$ cat src/rtl/ql_prog_pkg.sv
// Shared types and default timing for the memory-bank programmer.
// State enum, default geometry/timing constants and width helpers.
package ql_prog_pkg;

    typedef enum logic [2:0] {
        ST_IDLE,
        ST_FETCH,
        ST_SETUP,
        ST_PULSE,
        ST_HOLD,
        ST_DONE
    } prog_state_e;

    localparam int DEF_BL_NUM    = 8;
    localparam int DEF_WL_NUM    = 8;
    localparam int DEF_SETUP_CYC = 1;
    localparam int DEF_PULSE_CYC = 2;
    localparam int DEF_HOLD_CYC  = 1;

    // Index width that stays at least one bit for single-entry ranges.
    function automatic int idx_w(input int n);
        return (n > 1) ? $clog2(n) : 1;
    endfunction

    function automatic int max3(input int a, input int b, input int c);
        int m;
        m = (a > b) ? a : b;
        return (m > c) ? m : c;
    endfunction

endpackage

$ cat src/rtl/ql_prog_wl_decoder.sv
// Row index plus enable to a one-hot (or all-zero) word-line vector.
module ql_prog_wl_decoder #(
    parameter int WL_NUM = 8,
    parameter int ROW_W  = 3
) (
    input  logic [ROW_W-1:0] row_i,
    input  logic             en_i,
    output logic [0:WL_NUM-1] wl_o
);

    for (genvar g = 0; g < WL_NUM; g++) begin : g_wl
        assign wl_o[g] = en_i && (row_i == ROW_W'(g));
    end

endmodule

$ cat src/rtl/ql_membank_programmer.sv
// Row-by-row bit-line/word-line programming sequencer with registered outputs.
// Optional readback compare is enabled by defining PROG_READBACK_EN.
module ql_membank_programmer
    import ql_prog_pkg::*;
#(
    parameter int BL_NUM    = DEF_BL_NUM,
    parameter int WL_NUM    = DEF_WL_NUM,
    parameter int SETUP_CYC = DEF_SETUP_CYC,
    parameter int PULSE_CYC = DEF_PULSE_CYC,
    parameter int HOLD_CYC  = DEF_HOLD_CYC
) (
    input  logic              prog_clk,
    input  logic              global_resetn,
    input  logic              start,
    input  logic              abort,
    input  logic [BL_NUM-1:0] din,
`ifdef PROG_READBACK_EN
    input  logic [BL_NUM-1:0] rb_data,
    output logic              rb_err,
`endif
    input  logic              din_valid,
    output logic              din_ready,
    output logic [0:BL_NUM-1] bl,
    output logic [0:WL_NUM-1] wl,
    output logic              busy,
    output logic              done
);

    localparam int ROW_W = idx_w(WL_NUM);
    localparam int CNT_W = idx_w(max3(SETUP_CYC, PULSE_CYC, HOLD_CYC));

    prog_state_e       state_q, state_d;
    logic [ROW_W-1:0]  row_q, row_d;
    logic [CNT_W-1:0]  cnt_q, cnt_d;
    logic [0:BL_NUM-1] bl_q, bl_d;
    logic [0:WL_NUM-1] wl_q, wl_d;
    logic              din_ready_q, busy_q, done_q;

    always_comb begin
        state_d = state_q;
        row_d   = row_q;
        cnt_d   = cnt_q;
        bl_d    = bl_q;
        unique case (state_q)
            ST_IDLE: begin
                if (start) begin
                    state_d = ST_FETCH;
                    row_d   = '0;
                end
            end
            // din_ready is high in every FETCH cycle, so din_valid alone is the handshake.
            ST_FETCH: begin
                if (din_valid) begin
                    state_d = ST_SETUP;
                    bl_d    = din;
                    cnt_d   = '0;
                end
            end
            ST_SETUP: begin
                if (cnt_q == CNT_W'(SETUP_CYC - 1)) begin
                    state_d = ST_PULSE;
                    cnt_d   = '0;
                end else begin
                    cnt_d = cnt_q + CNT_W'(1);
                end
            end
            ST_PULSE: begin
                if (cnt_q == CNT_W'(PULSE_CYC - 1)) begin
                    state_d = ST_HOLD;
                    cnt_d   = '0;
                end else begin
                    cnt_d = cnt_q + CNT_W'(1);
                end
            end
            ST_HOLD: begin
                if (cnt_q == CNT_W'(HOLD_CYC - 1)) begin
                    cnt_d = '0;
                    if (row_q == ROW_W'(WL_NUM - 1)) begin
                        state_d = ST_DONE;
                        bl_d    = '0;
                    end else begin
                        state_d = ST_FETCH;
                        row_d   = row_q + ROW_W'(1);
                    end
                end else begin
                    cnt_d = cnt_q + CNT_W'(1);
                end
            end
            ST_DONE: state_d = ST_IDLE;
            default: state_d = ST_IDLE;
        endcase
        if (abort && (state_q != ST_IDLE)) begin
            state_d = ST_IDLE;
            row_d   = '0;
            cnt_d   = '0;
            bl_d    = '0;
        end
    end

    // Word lines are decoded from next-state so they register alongside bl.
    ql_prog_wl_decoder #(
        .WL_NUM(WL_NUM),
        .ROW_W (ROW_W)
    ) u_wl_dec (
        .row_i(row_d),
        .en_i (state_d == ST_PULSE),
        .wl_o (wl_d)
    );

    always_ff @(posedge prog_clk or negedge global_resetn) begin
        if (!global_resetn) begin
            state_q     <= ST_IDLE;
            row_q       <= '0;
            cnt_q       <= '0;
            bl_q        <= '0;
            wl_q        <= '0;
            din_ready_q <= 1'b0;
            busy_q      <= 1'b0;
            done_q      <= 1'b0;
        end else begin
            state_q     <= state_d;
            row_q       <= row_d;
            cnt_q       <= cnt_d;
            bl_q        <= bl_d;
            wl_q        <= wl_d;
            din_ready_q <= (state_d == ST_FETCH);
            busy_q      <= (state_d != ST_IDLE);
            done_q      <= (state_d == ST_DONE);
        end
    end

    assign din_ready = din_ready_q;
    assign bl        = bl_q;
    assign wl        = wl_q;
    assign busy      = busy_q;
    assign done      = done_q;

`ifdef PROG_READBACK_EN
    logic rb_err_q, rb_err_d;

    // Sticky mismatch flag, sampled on the first HOLD cycle of each row.
    always_comb begin
        rb_err_d = rb_err_q;
        if ((state_q == ST_IDLE) && start) begin
            rb_err_d = 1'b0;
        end else if ((state_q == ST_HOLD) && (cnt_q == '0) && (rb_data != bl_q)) begin
            rb_err_d = 1'b1;
        end
    end

    always_ff @(posedge prog_clk or negedge global_resetn) begin
        if (!global_resetn) rb_err_q <= 1'b0;
        else                rb_err_q <= rb_err_d;
    end

    assign rb_err = rb_err_q;
`endif

endmodule

$ cat config.mk
export PLATFORM = sky130hd
export DESIGN_NAME = ql_membank_programmer
export DESIGN_NICKNAME = d
export VERILOG_FILES = /design/src/rtl/ql_prog_pkg.sv /design/src/rtl/ql_prog_wl_decoder.sv /design/src/rtl/ql_membank_programmer.sv
export SDC_FILE = /design/constraint.sdc
export NUM_CORES = 1
export LEC_CHECK = 0
export CAP_MARGIN = 25
export CORE_MARGIN = 2
export CORE_UTILIZATION = 52
export CTS_CLUSTER_DIAMETER = 30
export CTS_CLUSTER_SIZE = 14
export DETAILED_ROUTE_END_ITERATION = 12
export GPL_TIMING_DRIVEN = 0
export PLACE_DENSITY = 0.83
export SLEW_MARGIN = 20
export SYNTH_ARGS = -nofsm -noshare
export SYNTH_HDL_FRONTEND = slang
export SYNTH_SLANG_ARGS = --single-unit
$ cat constraint.sdc
create_clock -name prog_clk -period 3 [get_ports prog_clk]
set_clock_uncertainty 0.2 [all_clocks]
set_input_delay 0.6 -clock prog_clk [delete_from_list [all_inputs] [get_ports prog_clk]]
set_output_delay 0.6 -clock prog_clk [all_outputs]
set_load 0.005 [all_outputs]
### Word level (Yosys, flattened, before mapping)

Cells that the tools add are included.

| word-level totals | value |
|---|---|
| bits in registers | 26 |
| latch bits | 0 |
| RAM bits | 0 |
| ROM bits | 0 |
| input port bits | 13 |
| logic and storage cells | 69 |
| memories | 0 |

| cells by class | value |
|---|---|
| add/subtract/negate cells | 2 |
| multiply operators | 0 |
| divide/modulo/power cells | 0 |
| order comparisons | 0 |
| equal/unequal tests | 18 |
| shifts and indexed selects | 0 |
| multiplexer cells | 23 |
| bitwise gates (word level) | 0 |
| reductions and logical operators | 18 |

Operators with widths:

| kind | count |
|---|---|
| $mux W3 | 11 |
| $mux W8 | 4 |
| $eq A3 B3 Y1 const B | 7 |
| $pmux W8 S2 | 1 |
| $eq A3 B2 Y1 const B | 5 |
| $pmux W3 S5 | 1 |
| $eq A3 B1 Y1 const B | 3 |
| $logic_and A1 B1 Y1 | 9 |
| $ne A3 B3 Y1 const B | 3 |
| $reduce_bool A3 Y1 | 3 |
| $logic_not A3 Y1 | 2 |
| $pmux W3 S2 | 1 |
| $mux W1 | 4 |
| $reduce_and A4 Y1 | 1 |
| $reduce_bool A4 Y1 | 1 |
| $add A3 B1 Y3 const B | 1 |
| $pmux W1 S3 | 1 |
| $reduce_and A2 Y1 | 1 |
| $reduce_or A2 Y1 | 1 |
| $add A1 B1 Y1 const B | 1 |

### Logic depth before layout (Yosys ltp)

| depth | value |
|---|---|
| depth in word-level cells | 7 |
| mapped depth | 7 |
| depth with buffers taken out | 6 |

### By module

A second synthesis with hierarchy kept.

| unflattened totals | value |
|---|---|
| cell total of the unflattened synthesis | 104 |
| area total of the unflattened synthesis | 1249.9 sq um |

By module, submodules not included:

| module | instances | cells an instance | area an instance (sq um) | sequential area each (sq um) |
|---|---|---|---|---|
| ql_membank_programmer | 1 | 96 | 1153.6 | 650.6 |
| ql_prog_wl_decoder | 1 | 8 | 96.3 | 0.0 |

### Least setup slack after synthesis

Ideal clock, no wire load.

| timing | value |
|---|---|
| kind | input-to-reg |
| start | in start |
| end | reg wl_q (netlist bit wl[2]) |
| data arrival time | 1584 ps |
| required time | 2714 ps |
| setup slack | 1130 ps |
| stages | 5 |
| cells stage by stage | or4b_4 -> a22oi_2 -> nor2_1 -> nand3b_4 -> nor3_1 |

| between the ends | value |
|---|---|
| cells in the longest elaborated chain, start to end | 5 |
| elaborated cells between the ends (all ways) | 9 |
| classes of those cells | eq/ne: 2; mux: 6; reduce/logical: 1 |

Ends and longest elaborated chain:

| element | RTL line | text |
|---|---|---|
| start: declaration | ql_membank_programmer.sv:14 | `input logic start,` |
| $mux W3 | ql_membank_programmer.sv:46 | `if (start) begin` |
| $pmux W3 S2 | ql_membank_programmer.sv:44 | `unique case (state_q)` |
| $mux W3 | ql_membank_programmer.sv:92 | `if (abort && (state_q != ST_IDLE)) begin` |
| via row_d[2] | ql_membank_programmer.sv:33 | `logic [ROW_W-1:0] row_q, row_d;` |
| $eq A3 B2 Y1 | ql_prog_wl_decoder.sv:12 | `assign wl_o[g] = en_i && (row_i == ROW_W'(g));` |
| $logic_and A1 B1 Y1 | ql_prog_wl_decoder.sv:12 |  |
| via u_wl_dec.wl_o, one bit | ql_prog_wl_decoder.sv:8 | `output logic [0:WL_NUM-1] wl_o` |
| end signal: assignment | ql_membank_programmer.sv:125 | `wl_q <= wl_d;` |
| end: declaration | ql_membank_programmer.sv:36 | `logic [0:WL_NUM-1] wl_q, wl_d;` |

The timed path passes the listed nets, and every way through them passes these cells.
A chain may end at the register's enable or synchronous reset.

### Worst setup path after layout

| timing | value |
|---|---|
| start | in din_valid |
| end | reg bl_q (netlist bit bl[5]) |

| between the ends | value |
|---|---|
| cells in the longest elaborated chain, start to end | 2 |

Ends and longest elaborated chain:

| element | RTL line | text |
|---|---|---|
| start: declaration | ql_membank_programmer.sv:21 | `input logic din_valid,` |
| $ne A3 B3 Y1 (no line) | - |  |
| $reduce_and A4 Y1 (no line) | - |  |
| end signal: assignment | ql_membank_programmer.sv:124 | `bl_q <= bl_d;` |
| end: declaration | ql_membank_programmer.sv:35 | `logic [0:BL_NUM-1] bl_q, bl_d;` |

No other way between the ends.

==> results.cfg <==
[timing]
fin_setup_tns_ns = 0
timing.slew.headroom_pct = 57.06
max_freq_ghz = 0.4545
finalSetupViolCount = 0
fin_hold_ws_ns = 0.3271
final.min_clock_period_ns = 2.200
slew_viol_final = 0
setup_ws_ns = 0.7999
rsz0062_at_grt = no
min_period_over_period_pct = 73.34
worst_pin_slew_ns = 0.6427
finalHoldViolations = 0

[yosys]
synthDistinctLibCells = 39
synth_top_cell_by_area = dfrtp_1
netlist_area_um2 = 1333
synth_nets = 142
synthTopCellsByArea = dfrtp_1 49%, mux2i_1 6.0%, nand2_1 4.2%, nor2_1 3.9%, o21ai_0 2.6%
synth_cells = 128
yosys_warnings = 0
synth_area_per_cell_um2 = 10.41
synth-seq-cells = 26
seq_area_frac_synth_pct = 48.83
synth_top_area_share_pct = 48.83

[critical_path]
cp_max_fo = 8
slowest_stage = clkdlybuf4s50_1
crit_path_max_incr_delay_ns = 0.48
worstPathArrival_ns = 2.25
critPathKind = in -> reg
required_ns = 3.05
start_kind = input pin
end_kind = register
worstPathCellList = clkdlybuf4s50_1 -> nand2_1 -> o21ai_0 -> o31a_1 -> o22ai_4 -> mux2i_1

[cts]
clkTransAtPathRegs_ns = 0.13
cts.path.max_buffers = 2
clockRootBuffer = clkbuf_4
cts_tree = done
cts_buffers = 3
insertion_delay_ns = 0.31
post_cts_buffers = 0
cts.repair.resized = 0
cts_htree_levels = 1
cts_hold_buf = 0
cts_sinks = 26

[floorplanning]
die_y_um = 54.62
dieArea_um2 = 2983
coreArea_um2 = 2455
rows = 18
ioPinCount = 32
start_util_pct = 54.28
die_w_um = 54.62

[global_route]
track_usage_pct = 19.15
antenna_found_initial = 0
grt-ovfl-total = 0
grt_pass1_wl_mm = 3.912
grt_pass1_vias = 902
grt_max_degree = 19

[cells_and_area]
final_nets = 179
layout.cells.non_filler = 194
layout_common_cells = 31 x clkdlybuf4s50_1, 26 x dfrtp_1, 15 x nand2_1
final_common_cell = clkdlybuf4s50_1
fillers = 186
finish.utilization_pct = 70.54
antennaDiodeCount = 0
drive_gt1_share_pct = 12.80
area_delta_synth_final_pct = 29.95

[place]
port_buffers = 31
dp_slack_ns = 0.4614
dp.cells = 190
place.gp.congestion = 0.8571
dp_hpwl_mm = 1.984

[power]
power_switching_share_pct = 34.40
pwr-share-seq_pct = 40.9
leakagePower_nw = 0.7789
pwr_density_cell_nw_per_um2 = 691.6
p_clk_share_pct = 14.3
combPwrFrac_pct = 44.9
ir_drop_uv = 551.1
p_int_uw = 785.5
power_switching_uw = 412.0

[run_status]
outcome = completed

[route]
ant_nets = 0
drt-initial-drc-count = 22
dr.pass1.iters = 4
drc_errors = 0
vias = 1029
avgRoutedWirePerCell_um = 12.97
wl_mm = 2.516
vias_per_cell = 5.304

[flow_run]
maxCapViolCount = 0

[min_path]
hold_class = reg -> reg
[cells by family after synthesis]
family                     synth area share (%)
and+or+nand+nor                           22.44
muxes                                     6.855
buffers and inverters                     5.445
adders and majority gates                 1.690
AOI/OAI and AO/OA                         14.74
DFF                                       48.83
[cell type report]
type                       instances  area [um^2]  share of cell area, %
sequential                        26        650.6                  37.57
multi-input combinational         87        609.3                  35.19
timing repair buffer              32        325.3                  18.79
buffer                             6        38.79                  2.240
tap                               30        37.54                  2.168
clock buffer                       4        36.28                  2.095
inverter                           9        33.78                  1.951
[final timing paths]
path	slack, ns	cells after the start	from	endpoint
min in group asynchronous	0.37	1	global_resetn	wl[6]
worst min-delay path	0.33	2	bl[1]	bl[1]
worst min register to register	0.33	2	bl[1]	bl[1]
max in group asynchronous	1.77	2	global_resetn	state_q[2]
worst max-delay path	0.80	6	din_valid	bl[5]
worst max register to register	0.89	5	cnt_q	bl[5]
[synthesized netlist by cell type (all sizes together)]
cell type	number
inv	9
or2	1
a22oi	1
and2b	1
buf	4
clkbuf	2
or3	1
nand2	16
nand3	3
a21oi	6
a31oi	1
a21boi	1
o31ai	1
mux2	1
maj3	1
o21ai	7
o22a	1
and3	2
o21a	2
nor3	7
and4b	1
nor4	1
nand3b	1
nor2	14
o41ai	1
o22ai	1
o31a	1
a221oi	1
or4	1
nor4b	1
ha	1
dfrtp	26
o32a	1
or4b	1
mux2i	8
[worst max-delay path: cells and delay by family]
| kind | cells | cell delay [ns] |
|---|---|---|
| AOI/OAI and AO/OA | 3 | 0.83 |
| buffers and inverters | 1 | 0.48 |
| muxes | 1 | 0.24 |
| and+or+nand+nor | 1 | 0.09 |
[layer usage]
metal | routed length (um) | share of wire, % | GRT usage [%] | vias to the layer above
met5 | 0 | 0 | 0 | -
met4 | 65 | 2.6 | 12.08 | 0
met3 | 100 | 4.0 | 2.732 | 6
met2 | 1172 | 47 | 29.37 | 27
met1 | 1177 | 47 | 25.31 | 478
li1 | - | - | - | 518
[sequential cells by signal, summed over array words and instances (netlist names)]
register / count
row_q: 3
din_ready: 1
cnt_q: 1
state_q: 3
busy: 1
bl: 8
wl: 8
done: 1
[power groups by stage]
stage / clock [mW] / combinational (mW) / sequential, mW
floorplan: 0 / 0.309 / 0.497
global placement: 0 / 0.524 / 0.492
detailed placement: 0 / 0.540 / 0.498
CTS: 0.177 / 0.542 / 0.490
global route: 0.193 / 0.594 / 0.504
finish: 0.171 / 0.537 / 0.489
[through the flow]
step	total power, mW	instance area, um^2
finish	1.198	1732
global route	1.291	1732
global placement	1.015	1680
floorplan	0.8063	1333
CTS	1.209	1732
detailed placement	1.038	1695
Power figures use the tool's default switching activity.
